### src/rtl/beagleg_pkg.sv
// Shared types for the segment step sequencer: FSM states, record layout and decoded segment.
// SETUP only exists when STEP_SEQ_DIR_SETUP_EN is defined.
package beagleg_pkg;

    localparam int RECORD_WORDS   = 4;
    localparam int FIFO_WORD_SIZE = 8;

    localparam int BYTE_MASK_DIR = 0;
    localparam int BYTE_COUNT_LO = 1;
    localparam int BYTE_COUNT_HI = 2;
    localparam int BYTE_PERIOD   = 3;

    typedef enum logic [2:0] {
        IDLE  = 3'd0,
        FETCH = 3'd1,
        LOAD  = 3'd2,
        RUN   = 3'd3,
`ifdef STEP_SEQ_DIR_SETUP_EN
        DONE  = 3'd4,
        SETUP = 3'd5
`else
        DONE  = 3'd4
`endif
    } seq_state_t;

    typedef struct packed {
        logic [3:0]  mask;
        logic [3:0]  dir;
        logic [15:0] count;
        logic [7:0]  period;
    } segment_t;

    typedef logic [RECORD_WORDS-1:0][FIFO_WORD_SIZE-1:0] record_t;

    function automatic segment_t decode_record(input record_t rec);
        segment_t seg;
        seg.mask   = rec[BYTE_MASK_DIR][3:0];
        seg.dir    = rec[BYTE_MASK_DIR][7:4];
        seg.count  = {rec[BYTE_COUNT_HI], rec[BYTE_COUNT_LO]};
        seg.period = rec[BYTE_PERIOD];
        return seg;
    endfunction

endpackage

### src/rtl/step_timer.sv
// Period counter and step pulse generator for one segment; loaded in LOAD, counts
// down the remaining steps while running and flags the end of the final period.
module step_timer #(
    parameter int NUM_AXES    = 4,
    parameter int PRESCALE    = 16,
    parameter int PULSE_WIDTH = 4
) (
    input  logic                clk,
    input  logic                rst_n,
    input  logic                load_i,
    input  logic                run_i,
    input  logic [NUM_AXES-1:0] mask_i,
    input  logic [15:0]         count_i,
    input  logic [7:0]          period_i,
    output logic [NUM_AXES-1:0] step_o,
    output logic                last_step_done_o
);

    // Wide enough for the longest period, 256 * PRESCALE clocks.
    localparam int PERIOD_W = $clog2(256 * PRESCALE) + 1;

    logic [PERIOD_W-1:0] period_q, period_d;
    logic [PERIOD_W-1:0] tick_q, tick_d;
    logic [15:0]         remaining_q, remaining_d;
    logic [NUM_AXES-1:0] mask_q, mask_d;
    logic                period_end;

    always_comb begin
        period_d         = period_q;
        tick_d           = tick_q;
        remaining_d      = remaining_q;
        mask_d           = mask_q;
        last_step_done_o = 1'b0;
        period_end       = (tick_q == period_q - PERIOD_W'(1));

        if (load_i) begin
            period_d    = (PERIOD_W'(period_i) + PERIOD_W'(1)) * PERIOD_W'(PRESCALE);
            tick_d      = '0;
            remaining_d = count_i;
            mask_d      = mask_i;
        end else if (run_i) begin
            if (period_end) begin
                tick_d           = '0;
                remaining_d      = remaining_q - 16'd1;
                last_step_done_o = (remaining_q == 16'd1);
            end else begin
                tick_d = tick_q + PERIOD_W'(1);
            end
        end

        step_o = (run_i && (tick_q < PERIOD_W'(PULSE_WIDTH))) ? mask_q : '0;
    end

    always_ff @(posedge clk or negedge rst_n) begin
        if (!rst_n) begin
            period_q    <= '0;
            tick_q      <= '0;
            remaining_q <= '0;
            mask_q      <= '0;
        end else begin
            period_q    <= period_d;
            tick_q      <= tick_d;
            remaining_q <= remaining_d;
            mask_q      <= mask_d;
        end
    end

endmodule

### src/rtl/segment_step_sequencer.sv
// Sole reader of the segment FIFO: fetches 4-byte records, decodes them and drives step/dir.
// Optional direction setup delay is enabled by defining STEP_SEQ_DIR_SETUP_EN.
module segment_step_sequencer #(
    parameter int WORD_SIZE    = 8,
    parameter int RECORD_WORDS = 4,
    parameter int FIFO_SIZE_W  = 7,
    parameter int NUM_AXES     = 4,
    parameter int PRESCALE     = 16,
    parameter int PULSE_WIDTH  = 4,
    parameter int DIR_SETUP    = 8
) (
    input  logic                   clk,
    input  logic                   rst_n,
    input  logic                   enable,
    input  logic                   clear_status,
    input  logic [FIFO_SIZE_W-1:0] fifo_size,
    input  logic [WORD_SIZE-1:0]   fifo_data,
    output logic                   fifo_read_en,
    output logic [NUM_AXES-1:0]    step,
    output logic [NUM_AXES-1:0]    dir,
    output logic                   busy,
    output logic                   underrun,
    output logic [15:0]            segments_done
);

    import beagleg_pkg::*;

    localparam int IDX_W  = $clog2(RECORD_WORDS + 1);
    localparam int BYTE_W = $clog2(RECORD_WORDS);

    if (WORD_SIZE != FIFO_WORD_SIZE || RECORD_WORDS != beagleg_pkg::RECORD_WORDS ||
        NUM_AXES < 1 || NUM_AXES > 4 || PRESCALE <= PULSE_WIDTH || DIR_SETUP < 1) begin : g_bad_params
        $error("segment_step_sequencer: unsupported parameter combination");
    end

    seq_state_t          state_q, state_d;
    logic [IDX_W-1:0]    idx_q, idx_d;
    record_t             rec_q, rec_d;
    logic [NUM_AXES-1:0] dir_q, dir_d;
    logic                underrun_q, underrun_d;
    logic [15:0]         done_cnt_q, done_cnt_d;

    segment_t            seg;
    logic [NUM_AXES-1:0] new_dir;
    logic [NUM_AXES-1:0] new_mask;
    logic                record_ready;
    logic                last_step_done;

`ifdef STEP_SEQ_DIR_SETUP_EN
    localparam int SETUP_W = $clog2(DIR_SETUP + 1);
    logic [SETUP_W-1:0] setup_q, setup_d;
`endif

    assign seg          = decode_record(rec_q);
    assign new_dir      = seg.dir[NUM_AXES-1:0];
    assign new_mask     = seg.mask[NUM_AXES-1:0];
    assign record_ready = (fifo_size >= FIFO_SIZE_W'(RECORD_WORDS));

    step_timer #(
        .NUM_AXES   (NUM_AXES),
        .PRESCALE   (PRESCALE),
        .PULSE_WIDTH(PULSE_WIDTH)
    ) u_step_timer (
        .clk             (clk),
        .rst_n           (rst_n),
        .load_i          (state_q == LOAD),
        .run_i           (state_q == RUN),
        .mask_i          (new_mask),
        .count_i         (seg.count),
        .period_i        (seg.period),
        .step_o          (step),
        .last_step_done_o(last_step_done)
    );

    // FETCH issues reads while idx < RECORD_WORDS and captures byte idx-1 one cycle later.
    always_comb begin
        state_d      = state_q;
        idx_d        = idx_q;
        rec_d        = rec_q;
        dir_d        = dir_q;
        underrun_d   = underrun_q & ~clear_status;
        done_cnt_d   = done_cnt_q;
        fifo_read_en = 1'b0;
`ifdef STEP_SEQ_DIR_SETUP_EN
        setup_d      = setup_q;
`endif

        case (state_q)
            IDLE: begin
                if (enable && record_ready) begin
                    state_d = FETCH;
                    idx_d   = '0;
                end
            end
            FETCH: begin
                fifo_read_en = (idx_q < IDX_W'(RECORD_WORDS));
                if (idx_q != '0) begin
                    rec_d[BYTE_W'(idx_q - IDX_W'(1))] = fifo_data;
                end
                if (idx_q == IDX_W'(RECORD_WORDS)) begin
                    state_d = LOAD;
                end else begin
                    idx_d = idx_q + IDX_W'(1);
                end
            end
            LOAD: begin
                dir_d = new_dir;
                if (seg.count == 16'd0) begin
                    state_d = DONE;
                end else begin
`ifdef STEP_SEQ_DIR_SETUP_EN
                    if (new_dir != dir_q) begin
                        state_d = SETUP;
                        setup_d = '0;
                    end else begin
                        state_d = RUN;
                    end
`else
                    state_d = RUN;
`endif
                end
            end
            RUN: begin
                if (last_step_done) begin
                    state_d = DONE;
                end
            end
`ifdef STEP_SEQ_DIR_SETUP_EN
            SETUP: begin
                if (setup_q == SETUP_W'(DIR_SETUP - 1)) begin
                    state_d = RUN;
                end else begin
                    setup_d = setup_q + SETUP_W'(1);
                end
            end
`endif
            DONE: begin
                done_cnt_d = done_cnt_q + 16'd1;
                if (enable && record_ready) begin
                    state_d = FETCH;
                    idx_d   = '0;
                end else begin
                    state_d = IDLE;
                    if (enable) begin
                        underrun_d = 1'b1;
                    end
                end
            end
            default: state_d = IDLE;
        endcase
    end

    always_ff @(posedge clk or negedge rst_n) begin
        if (!rst_n) begin
            state_q    <= IDLE;
            idx_q      <= '0;
            rec_q      <= '0;
            dir_q      <= '0;
            underrun_q <= 1'b0;
            done_cnt_q <= '0;
        end else begin
            state_q    <= state_d;
            idx_q      <= idx_d;
            rec_q      <= rec_d;
            dir_q      <= dir_d;
            underrun_q <= underrun_d;
            done_cnt_q <= done_cnt_d;
        end
    end

`ifdef STEP_SEQ_DIR_SETUP_EN
    always_ff @(posedge clk or negedge rst_n) begin
        if (!rst_n) begin
            setup_q <= '0;
        end else begin
            setup_q <= setup_d;
        end
    end
`endif

    assign busy          = (state_q != IDLE);
    assign dir           = dir_q;
    assign underrun      = underrun_q;
    assign segments_done = done_cnt_q;

endmodule
### config.mk
export PLATFORM = sky130hd
export DESIGN_NAME = segment_step_sequencer
export DESIGN_NICKNAME = d
export VERILOG_FILES = /design/src/rtl/beagleg_pkg.sv /design/src/rtl/step_timer.sv /design/src/rtl/segment_step_sequencer.sv
export SDC_FILE = /design/constraint.sdc
export NUM_CORES = 1
export LEC_CHECK = 0
export CAP_MARGIN = 40
export CORE_MARGIN = 3
export CORE_UTILIZATION = 50
export DETAILED_ROUTE_END_ITERATION = 7
export PLACE_DENSITY_LB_ADDON = 0.08
export SLEW_MARGIN = 20
export SYNTH_ARGS = -nofsm -noshare
export SYNTH_HDL_FRONTEND = slang
export SYNTH_SLANG_ARGS = --single-unit
export TNS_END_PERCENT = 10
### constraint.sdc
create_clock -name clk -period 6.2 [get_ports clk]
set_clock_uncertainty 0.15 [all_clocks]
set_input_delay 0.62 -clock clk [delete_from_list [all_inputs] [get_ports clk]]
set_output_delay 0.62 -clock clk [all_outputs]
set_load 0.03 [all_outputs]
---- After elaboration in Yosys (flattened, before gate mapping) ----
Index checks and enable logic that the tools add are counted.
word-level totals
  flip-flop bits (word level) ............. 101
  input bits .............................. 19
  output and inout bits ................... 27
  word-level logic and storage cells ...... 80
cells by class
  add/subtract/negate cells ............... 7
  order comparisons ....................... 5
  eq/ne operators ......................... 12
  mux-type cells .......................... 26
  bitwise logic cells ..................... 2
  reduce and logical (&&, ||, !) cells .... 15
operators with widths
  kind                                                          number
  two-way mux 16 bit                                            3
  two-way mux 13 bit                                            3
  bitwise mux 32 bit                                            1
  two-way mux 3 bit                                             6
  adder 16 x 1 -> 16 bit (second input constant)                1
  demux 8 bit (select 2 bit)                                    1
  == test 16 x 1 -> 1 bit (second input constant)               1
  zero test 16 bit                                              1
  subtractor 16 x 1 -> 16 bit (second input constant)           1
  case mux 3 bit (5 select lines)                               1
  adder 13 x 1 -> 13 bit (second input constant)                1
  == test 13 bit                                                1
  less-than comparator 13 x 3 -> 1 bit (second input constant)  1
  subtractor 13 x 1 -> 13 bit (second input constant)           1
  adder 8 x 1 -> 9 bit (second input constant)                  1
  two-way mux 1 bit                                             8
  two-way mux 8 bit                                             1
  != test 2 bit (second input constant)                         4
  >= comparator 7 x 3 -> 1 bit (second input constant)          1
  == test 3 x 2 -> 1 bit (second input constant)                2
  == test 3 bit (second input constant)                         2
  case mux 3 bit (2 select lines)                               1
  AND reduction 3 bit                                           2
  nonzero test 2 bit                                            3
  other kinds (15)                                              19

---- Logic depth before layout (Yosys ltp) ----
Gate-level depths: netlist (run 1).
  word-level depth ........................ 7
  mapped depth ............................ 11

---- Hierarchy ----
Synthesis (run 1) repeated with hierarchy kept, for this count alone.
unflattened totals
  cells, all modules ...................... 502
  area total of the unflattened synthesis .. 5376.4 µm²
by module, submodules not included
  module                  instances  cells an instance  area each (µm²)  sequential area each (µm²)
  step_timer              1          311                2788.9           1051.0
  segment_step_sequencer  1          191                2587.5           1476.4

---- Least setup slack after synthesis (run 1) ----
No wires, ideal clock.
  kind .................................... flip-flop to flip-flop
  from .................................... register u_step_timer.period_q[4]
  to ...................................... register u_step_timer.remaining_q[3]
  data arrival time ....................... 2.611 ns
  required time ........................... 5.980 ns
  setup slack ............................. 3.370 ns
  stages on the path, launching flop included .. 11
  period minus slack after synthesis ...... 2.830 ns
  path through ............................ dfrtp_1 inv_1 ha_1 or3b_4 or3_1 o211ai_1 nand4b_1 or2_1 buf_6 or4_1 nand3_1
between the ends
  cells in the longest elaborated chain, start to end .. 4
ends and longest elaborated chain
  what                           RTL line          source
  start, declared                step_timer.sv:22  logic [PERIOD_W-1:0] period_q, period_d;
  start signal, assigned         step_timer.sv:61  period_q <= period_d;
  subtractor 13 x 1 -> 13 bit    step_timer.sv:34  period_end = (tick_q == period_q - PERIOD_W'(1));
  == test 13 bit                 step_timer.sv:34
  nonzero test 2 bit (no line)   n/a
  AND reduction 2 bit (no line)  n/a
  end signal, assigned           step_timer.sv:63  remaining_q <= remaining_d;
  end, declared                  step_timer.sv:24  logic [15:0] remaining_q, remaining_d;
No other way between the ends.
A chain may end at the register's enable or synchronous reset.

---- Final worst setup path (run 1) ----
Ends and elaborated chain as after synthesis.

==> reports/metrics.yaml, run 1 <==
timing:
  maxSlewViolCount: 0
  period_minus_slack_ns: 3.71
  rsz0062_at_grt: "false"
  final-setup-viol-count: 0
  hold_viol_final: 0
  fin_crit_sh: 0.598
  worstMarginPinSlew_ns: 0.799
  fmax_mhz: 270
  tns_ns: 0
  maxSlewHeadroom: 0.466
power_and_ir_drop:
  ir_drop_uv: 157
  power.density_nw_per_um2: 207
  total_power_mw: 1.24
  p_leak_nw: 2.55
synth:
  netlist_area_um2: 5200
  synth.area.top_cells: "dfrtp_1 (49%), mux2_2 (7.1%), nand2_1 (5.5%)"
  synth_top_area_frac: 0.486
  ys_async_sr_fraction: 1.00
  ys_warn_count: 0
  synth_cell_types: 51
  synth_edf_count: 0
  synthFlopType: "dfrtp_1"
  synth_seq_cells: 101
  syn_nets: 561
  seq_area_frac_synth: 0.486
  synth_cells: 531
  yosys.area.top_type: "dfrtp_1"
  syn_area_per_cell_um2: 9.80
final_layout:
  area_growth_pct: 14.9
  nets: 603
  diodes: 0
  drive_above_1_share: 0.109
  final_cell_count_no_fill: 711
route:
  drtIter0Drc: 179
  via_count: 4130
  post_drt_wl_per_cell_um: 16.8
  wirelength_mm: 11.9
  drcViolationCount: 0
  dr.pass1.iters: 5
  via_per_inst: 5.81
  ant_nets: 0
floorplan:
  rows: 36
  start_util: 0.522
  fp.coreArea_um2: 9950
  die-area_um2: 11700
  ios: 46
  die_width_um: 108
  die_y_um: 108
clock_network:
  cts.sinks: 101
  clockBufferDepth: 2
  cts_buffers: 9
  cts_tree: "built"
  h-tree-depth: 3
  cts.clk_slew.worst_paths_ns: 0.10
  clk_latency_ns: 0.38
  cts_root_buf: "clkbuf_8"
placement:
  numPortBuffers: 43
  dp_cells: 694
  dp_hpwl_mm: 8.38
  gpl.final_weighted_congestion: 0.891
global_route:
  grt_pass1_vias: 4079
  grt_overflow: 0
  grt_usage: 0.224
  grt_pass1_wl_mm: 20.3
  antenna_found_initial: 0
  grt_start_max_net_pins: 44
critical_path:
  worst-r2r-setup-slack_ns: 2.49
  cp.arrival_ns: 3.88
  cp_max_fo: 18
  worstSetupEndpointType: "register"
  cp-start-kind: "register"
  crit_type: "reg -> reg"
  worst_ep_required_time_ns: 6.37
flow_run:
  cap_violations: 0
status:
  status: "completed"
min_path:
  hp-class: "reg -> reg"
==> cell usage in the layout, fill, tap and decap left out, types with 7 or more instances in the layout <==
cell             synthesis  final
o21ai_0                 20     20
mux2_2                  33     33
ha_1                    11     11
clkbuf_8                 0      9
inv_1                   16     16
o22ai_1                 10     10
nor3_1                  19     19
a21oi_1                  9      9
or3_1                   15     15
nand4_1                  8      8
dfrtp_1                101    101
buf_4                    0      7
nand3_1                 23     23
nand2_1                 76     76
nor4_1                  15     15
clkdlybuf4s50_1          0     42
xor2_1                  10     10
nor2_1                  36     36
xnor2_1                 24     24
and3_1                  12     12
==> layer usage <==
layer,track usage,vias up,part of all wire
met2,0.344,109,0.48
met3,0.0537,12,0.057
met4,0.0830,0,0.014
met1,0.310,2013,0.45
met5,0,-,0
li1,-,1996,-
==> cell families after synthesis <==
group / Yosys count / share of synthesized area
xor gates and xnor gates: 34 / 0.0573
muxes: 36 / 0.0772
AOI/OAI and AO/OA: 74 / 0.0953
and+or+nand+nor: 237 / 0.229
adders and majority gates: 11 / 0.0265
buffers and inverters: 38 / 0.0293
DFF: 101 / 0.486
==> worst max-delay path: stages, from the launching register on <==
cell and delay (ns):
dfrtp_1 0.45, inv_1 0.08, ha_1 0.20, or3b_4 0.42, or3_1 0.37, o211ai_1 0.18, nand4b_1 0.46, or2_1 0.65
or4_1 0.59, nand3_1 0.09
==> path summary, 6_finish.rpt <==
path | from | endpoint | cells past startpoint
setup / recovery | u_step_timer.period_q[4] | u_step_timer.remaining_q[3] | 9
hold / removal | new_mask[2] | u_step_timer.mask_q[2] | 2
setup reg to reg | u_step_timer.period_q[4] | u_step_timer.remaining_q[3] | 9
hold reg to reg | new_mask[2] | u_step_timer.mask_q[2] | 2
max in group asynchronous | rst_n | new_mask[2] | 4
min in group asynchronous | rst_n | u_step_timer.remaining_q[5] | 2
==> sequential cells by signal (all words and copies together) (netlist names) <==
signal	count
idx_q	3
u_step_timer.tick_q	13
rec_q	24
u_step_timer.period_q	9
u_step_timer.remaining_q	16
state_q	3
new_dir	4
underrun	1
dir	4
u_step_timer.mask_q	4
new_mask	4
segments_done	16
==> cell usage after synthesis (5+ instances only) <==
| library cell | n |
|---|---|
| or3_1 | 15 |
| mux2_2 | 33 |
| nand4_1 | 8 |
| and2_1 | 6 |
| ha_1 | 11 |
| o21ai_0 | 20 |
| nor3_1 | 19 |
| xor2_1 | 10 |
| nor4_1 | 15 |
| inv_1 | 16 |
| clkbuf_1 | 19 |
| o22ai_1 | 10 |
| xnor2_1 | 24 |
| nand3_1 | 23 |
| o211ai_1 | 5 |
| dfrtp_1 | 101 |
| and3_1 | 12 |
| a22o_1 | 6 |
| nand2_1 | 76 |
| a21oi_1 | 9 |
| nor2_1 | 36 |
==> stage by stage <==
stage | cell area, µm² | hold WS (ns) | setup WS [ns] | utilization
finish | 5980 | 0.322 | 2.49 | 0.600
global placement | 5740 | 0.297 | 2.60 | 0.577
detailed placement | 5790 | 0.303 | 2.55 | 0.582
floorplan | 5200 | 0.174 | 3.37 | -
global route | 5980 | 0.350 | 2.16 | 0.600
CTS | 5980 | 0.326 | 2.54 | 0.600
==> area by class of cell <==
type,instances,area [µm²]
timing repair buffer,53,528
sequential,101,2530
clock inverter,6,45.0
tap,133,166
clock buffer,10,128
fill,855,3980
multi-input combinational,392,2520
inverter,16,60.1
==> power breakdown <==
part / leakage (nW) / internal, mW / total [mW] / switching [mW]
sequential: 1.22 / 0.688 / 0.724 / 0.0366
combinational: 1.23 / 0.0613 / 0.126 / 0.0649
clock: 0.0914 / 0.150 / 0.389 / 0.239
total: 2.55 / 0.899 / 1.24 / 0.340
==> repair_timing <==
| action | in CTS | in global routing |
|---|---|---|
| hold buffers | 1 | 0 |
| buffers inserted | 0 | 0 |
| hold endpoints to repair | 22 | 0 |
| gates resized for setup | 0 | 0 |
No activity file was read; power rests on OpenSTA's default activity.
==> inputs of run 2 (changes only) <==
==> constraint.sdc (replaced) <==
create_clock -name clk -period 3.4 [get_ports clk]
set_clock_uncertainty 0.15 [all_clocks]
set_input_delay 0.34 -clock clk [delete_from_list [all_inputs] [get_ports clk]]
set_output_delay 0.34 -clock clk [all_outputs]
set_load 0.03 [all_outputs]
==> run 2 against run 1 <==
Net effect:
- via count is 0.19% higher
- wire length rose by 1.0%
- worst setup slack got worse by 2.3 ns
- combinational power increased by 83%
- clock power increased by 88%
- non-clock buffer count grew 5
- largest power group unchanged
==> reports/metrics.yaml, run 2 (synthesis gave the netlist of run 1 again) <==
min_path:
  holdPathStages: 1  # -1
  hp-class: "reg -> reg"
route:
  wirelength_mm: 12.1  # +1.0%
  dr.pass1.iters: 5  # unchanged
  via_per_inst: 5.79  # -0.37%
  post_drt_wl_per_cell_um: 16.9  # +0.46%
  drtIter0Drc: 262  # +46%
  drcViolationCount: 0  # unchanged
  ant_nets: 0  # unchanged
  via_count: 4138  # +0.19%
floorplan:
  die-area_um2: 11700  # unchanged
  die_y_um: 108  # unchanged
  start_util: 0.522  # unchanged
  die_width_um: 108  # unchanged
  ios: 46  # unchanged
  rows: 36  # unchanged
  fp.coreArea_um2: 9950  # unchanged
clock_network:
  hold_buffers: 1  # unchanged
  cts_tree: "built"
  clockBufferDepth: 2  # unchanged
  cts.sinks: 101  # unchanged
  clk_latency_ns: 0.38  # about the same
  cts_root_buf: "clkbuf_8"
  cts.clk_slew.worst_paths_ns: 0.10  # about the same
  cts.repair.resized: 0  # unchanged
  cts_buffers: 9  # unchanged
  postCtsSetupBuffers: 0  # unchanged
  h-tree-depth: 3  # unchanged
power_and_ir_drop:
  power.density_nw_per_um2: 379  # +83%
  pwr-share-clk: 0.320  # +0.006
  pwr-share-comb: 0.101  # about the same
  switching_share: 0.273  # -0.00144
  p_int_mw: 1.66  # +84%
  power_frac_seq: 0.579  # -0.006
  p_leak_nw: 2.58  # +1.1%
  switching_power_uw: 622  # +83%
  ir_drop_uv: 298  # +90%
critical_path:
  cp-start-kind: "register"
  crit_type: "reg -> reg"
  cp_max_fo: 10  # -8
  cp.arrival_ns: 3.31  # -0.57 ns
  worstSetupEndpointType: "register"
  worst_ep_required_time_ns: 3.52  # -2.85 ns
  r2r_cells: 10  # +1
final_layout:
  nets: 608  # +0.83%
  top_register: "rec_q"
  area_growth_pct: 15.5
  final_cell_mix: "dfrtp_1 (101), nand2_1 (76), clkdlybuf4s50_1 (38), nor2_1 (36), mux2_2 (33)"
  fillers: 864  # +1.1%
  largest_register_ffs: 24  # unchanged
  layout_commonest_cell: "dfrtp_1"
  drive_above_1_share: 0.124  # +0.0147
  diodes: 0  # unchanged
placement:
  numPortBuffers: 43  # unchanged
  gpl.final_weighted_congestion: 0.870  # -2.4%
  dp_hpwl_mm: 8.45  # +0.88%
timing:
  whs_ns: 0.324  # +0.00241 ns
  worstMarginPinSlew_ns: 0.704  # -0.0943 ns
  period_minus_slack_ns: 3.19  # -0.517 ns
  rsz0062_at_grt: "false"
  maxSlewViolCount: 0  # unchanged
  tns_ns: 0  # unchanged
  fin_crit_sh: 0.939  # +0.341
  maxSlewHeadroom: 0.526  # +0.0605
  fmax_mhz: 313  # +16%
  hold_viol_final: 0  # unchanged
  final-setup-viol-count: 0  # unchanged
global_route:
  grt_usage: 0.224  # +0.000311
  antenna_found_initial: 0  # unchanged
  grt_start_max_net_pins: 57  # +30%
  grt_pass1_wl_mm: 20.5  # +0.92%
  grt_overflow: 0  # unchanged
  grt_pass1_vias: 4061  # -0.44%
status:
  status: "completed"
flow_run:
  cap_violations: 0  # unchanged
==> run 2: cell types whose count changed in the layout (fill, tap and decap cells not counted) <==
| cell | before | now |
|---|---|---|
| inv_8 | 0 | 1 |
| clkdlybuf4s50_1 | 42 | 38 |
| clkinv_2 | 2 | 0 |
| clkbuf_1 | 1 | 0 |
| clkdlybuf4s18_2 | 1 | 0 |
| buf_4 | 7 | 17 |
| inv_6 | 3 | 1 |
| clkbuf_8 | 9 | 10 |
| clkinvlp_4 | 0 | 2 |
==> run 2: critical path, stage by stage (launching register included) <==
cell and delay [ns]:
dfrtp_1 0.44, inv_1 0.07, ha_1 0.20, or3b_4 0.41, or3_1 0.37, o211ai_1 0.19
nand4b_1 0.15, buf_4 0.21, nor2_2 0.38, a21oi_1 0.13, or3_1 0.37
==> run 2: metal layers <==
metal | share of wire | GRT usage | vias to the layer above | wire [µm]
met4 | 0.010 | 0.0541 | 0 | 125
met5 | 0 | 0 | - | 0
li1 | - | - | 2002 | -
met3 | 0.059 | 0.0543 | 8 | 708
met1 | 0.47 | 0.315 | 2012 | 5620
met2 | 0.47 | 0.353 | 116 | 5620
==> run 2: path summary, 6_finish.rpt <==
kind                                                from  slack (ns)                           to
worst max-delay path            u_step_timer.period_q[4]        0.21  u_step_timer.remaining_q[2]
worst min-delay path                   segments_done[15]        0.32            segments_done[15]
worst max register to register  u_step_timer.period_q[4]        0.21  u_step_timer.remaining_q[2]
worst min register to register         segments_done[15]        0.32            segments_done[15]
max in group asynchronous                          rst_n        2.02                   new_dir[1]
min in group asynchronous                          rst_n        0.35                     underrun
==> run 2: cell type report <==
| class | instances | area, µm² | share of cell area |
|---|---|---|---|
| Multi-Input combinational cell | 392 | 2520 | 0.420 |
| Inverter | 16 | 60.1 | 0.00999 |
| Sequential cell | 101 | 2530 | 0.421 |
| Clock buffer | 10 | 138 | 0.0229 |
| Timing Repair Buffer | 58 | 553 | 0.0920 |
| Clock inverter | 5 | 43.8 | 0.00729 |
| Tap cell | 133 | 166 | 0.0277 |
==> run 2: through the flow <==
step	worst slack (ns)	cells	utilization	instance area, µm²	total power [mW]
after floorplan	0.570	531	-	5200	1.47
after global placement	0.327	697	0.582	5800	1.57
after detailed placement	0.250	698	0.584	5810	1.57
after CTS	0.221	714	0.603	6000	2.31
after global routing	0.0431	715	0.604	6010	2.39
final	0.208	715	0.604	6010	2.28
==> run 2: power groups by stage <==
stage / clock [mW] / sequential, mW / combinational (mW)
2_1_floorplan: 0 / 1.32 / 0.150
3_3_place_gp: 0 / 1.34 / 0.226
3_5_place_dp: 0 / 1.34 / 0.232
4_1_cts: 0.755 / 1.32 / 0.233
5_1_grt: 0.802 / 1.33 / 0.260
6_report: 0.730 / 1.32 / 0.230
==> inputs of run 3 (changes only) <==
--- a/config.mk
+++ b/config.mk
@@ -10,6 +10,7 @@
 export CORE_UTILIZATION = 50
 export DETAILED_ROUTE_END_ITERATION = 7
 export PLACE_DENSITY_LB_ADDON = 0.08
+export RECOVER_POWER = 50
 export SLEW_MARGIN = 20
 export SYNTH_ARGS = -nofsm -noshare
 export SYNTH_HDL_FRONTEND = slang
==> run 3 against run 2 <==
Net effect:
- critical path depth stayed put
- critical path type unchanged
- maximum frequency is 0.16% higher
- final cell count stayed put
- clock power hardly changed
==> reports/metrics.yaml, run 3 (synthesis gave the netlist of run 1 again) <==
status:
  status: "completed"
power_and_ir_drop:
  switching_share: 0.273  # -0.000274
  power.density_nw_per_um2: 381  # +0.36%
  pwr-share-clk: 0.320  # about the same
  p_leak_nw: 2.56  # -0.69%
  ir_drop_uv: 298  # +0.21%
  power_frac_seq: 0.580  # about the same
  switching_power_uw: 621  # -0.28%
  total_power_mw: 2.28  # -0.18%
  pwr-share-comb: 0.100  # about the same
  p_int_mw: 1.66  # -0.14%
global_route:
  grt_start_max_net_pins: 57  # unchanged
  grt_pass1_vias: 4061  # unchanged
  grt_overflow: 0  # unchanged
  grt_pass1_wl_mm: 20.5  # unchanged
  grt_usage: 0.224  # unchanged
  antenna_found_initial: 0  # unchanged
timing:
  final-setup-viol-count: 0  # unchanged
  maxSlewViolCount: 0  # unchanged
  rsz0062_at_grt: "false"
  period_minus_slack_ns: 3.19  # -0.00510 ns
  tns_ns: 0  # unchanged
  worstMarginPinSlew_ns: 1.36  # +0.651 ns
  maxSlewHeadroom: 0.0965  # -0.430
  hold_viol_final: 0  # unchanged
  fin_crit_sh: 0.937  # -0.00150
  fmax_mhz: 314  # +0.16%
floorplan:
  rows: 36  # unchanged
  die_y_um: 108  # unchanged
  start_util: 0.522  # unchanged
  die_width_um: 108  # unchanged
  ios: 46  # unchanged
  die-area_um2: 11700  # unchanged
  fp.coreArea_um2: 9950  # unchanged
min_path:
  hp-class: "reg -> reg"
  holdPathStages: 1  # unchanged
  min_to: "segments_done[15]"
  hp-start: "segments_done[15]"
route:
  dr.pass1.iters: 4  # -1
  via_per_inst: 5.75  # -0.58%
  drcViolationCount: 0  # unchanged
  ant_nets: 0  # unchanged
  post_drt_wl_per_cell_um: 16.9  # about the same
  wirelength_mm: 12.1  # about the same
  drtIter0Drc: 290  # +11%
  via_count: 4114  # -0.58%
clock_network:
  postCtsSetupBuffers: 0  # unchanged
  h-tree-depth: 3  # unchanged
  cts_buffers: 9  # unchanged
  clockBufferDepth: 2  # unchanged
  clk_latency_ns: 0.38  # about the same
  cts.repair.resized: 0  # unchanged
  cts_tree: "built"
  cts.clk_slew.worst_paths_ns: 0.10  # about the same
  cts.sinks: 101  # unchanged
  cts_root_buf: "clkbuf_8"
  hold_buffers: 1  # unchanged
critical_path:
  slowest_delay_ns: 0.44  # about the same
  cp.arrival_ns: 3.30  # about the same
  cp_max_fo: 10  # unchanged
  r2r_cells: 10  # unchanged
  crit_chain: "inv_1 > ha_1 > or3b_4 > or3_1 > o211ai_1 > nand4b_1 > buf_4 > nor2_2 > a21oi_1 > or3_1"
  crit_type: "reg -> reg"
  critPathSlowestCell: "dfrtp_1"
  reg2reg_from: "u_step_timer.period_q[4]"
  worst_ep_required_time_ns: 3.52  # about the same
  cp-start-kind: "register"
  worst-r2r-setup-slack_ns: 0.21  # about the same
  worst_path_most_repeated_cell: "or3_1"
  worstSetupEndpointType: "register"
  r2r_end: "u_step_timer.remaining_q[2]"
final_layout:
  top_register: "rec_q"
  diodes: 0  # unchanged
  layout_commonest_cell: "dfrtp_1"
  fin_area_um2: 5980  # -0.54%
  nets: 608  # unchanged
  area_growth_pct: 14.9
  drive_above_1_share: 0.120  # -0.00344
  final_cell_count_no_fill: 715  # unchanged
  utilization: 0.600  # -0.00327
  largest_register_ffs: 24  # unchanged
  final_cell_mix: "dfrtp_1 (101), nand2_1 (76), clkdlybuf4s50_1 (38), nor2_1 (36), mux2_2 (33)"
placement:
  numPortBuffers: 43  # unchanged
  dp_hpwl_mm: 8.45  # unchanged
  gpl.final_weighted_congestion: 0.870  # unchanged
  dp_cells: 698  # unchanged
  place_area_um2: 5810  # unchanged
flow_run:
  cap_violations: 0  # unchanged
==> run 3: cell count changes in the layout (fill, tap and decap cells not counted) <==
cell,before,now
and2_0,0,1
clkbuf_2,0,2
clkbuf_1,0,2
buf_12,1,0
buf_8,1,0
and2_1,6,5
buf_4,17,15
==> run 3: final cells by class <==
cell class | count | area, µm²
Sequential cell | 101 | 2530
Clock inverter | 5 | 43.8
Inverter | 16 | 60.1
Fill cell | 869 | 3980
Clock buffer | 10 | 138
Tap cell | 133 | 166
Multi-Input combinational cell | 392 | 2520
Timing Repair Buffer | 58 | 520
==> run 3: per-layer routing <==
layer	up-vias	GRT usage	wire (µm)
li1	1998	-	-
met1	2002	0.315	5570
met2	103	0.353	5690
met3	11	0.0543	685
met4	0	0.0541	124
met5	-	0	0
==> run 3: through the flow <==
step	setup slack [ns]	hold slack, ns
after floorplan	0.570	-0.106
after global placement	0.327	0.252
after detailed placement	0.250	0.257
after CTS	0.221	0.328
after global routing	0.0431	0.358
final	0.213	0.324
==> run 3: critical path, delay by kind of cell (launching register included) <==
| kind | cells | cell delay [ns] |
|---|---|---|
| AND/OR/NAND/NOR | 5 | 1.69 |
| AO/OA/AOI/OAI | 2 | 0.31 |
| buffers and inverters | 2 | 0.28 |
| flip-flops | 1 | 0.44 |
| adder cells (fa/ha/maj) | 1 | 0.20 |
==> run 3: power groups by stage <==
stage | Combinational, mW | Sequential (mW) | Clock, mW
2_1_floorplan | 0.150 | 1.32 | 0
3_3_place_gp | 0.226 | 1.34 | 0
3_5_place_dp | 0.232 | 1.34 | 0
4_1_cts | 0.233 | 1.32 | 0.755
5_1_grt | 0.257 | 1.33 | 0.802
6_report | 0.227 | 1.32 | 0.729
==> run 3: worst max-delay path by stage <==
stage                              from                          end  slack [ns]  cells after the start
2_1_floorplan  u_step_timer.period_q[4]  u_step_timer.remaining_q[3]        0.57                     10
3_3_place_gp   u_step_timer.period_q[4]  u_step_timer.remaining_q[2]        0.33                     10
3_5_place_dp   u_step_timer.period_q[4]  u_step_timer.remaining_q[2]        0.25                     10
4_1_cts        u_step_timer.period_q[4]  u_step_timer.remaining_q[2]        0.22                     10
5_1_grt        u_step_timer.period_q[4]  u_step_timer.remaining_q[2]        0.04                     10
6_report       u_step_timer.period_q[4]  u_step_timer.remaining_q[2]        0.21                     10
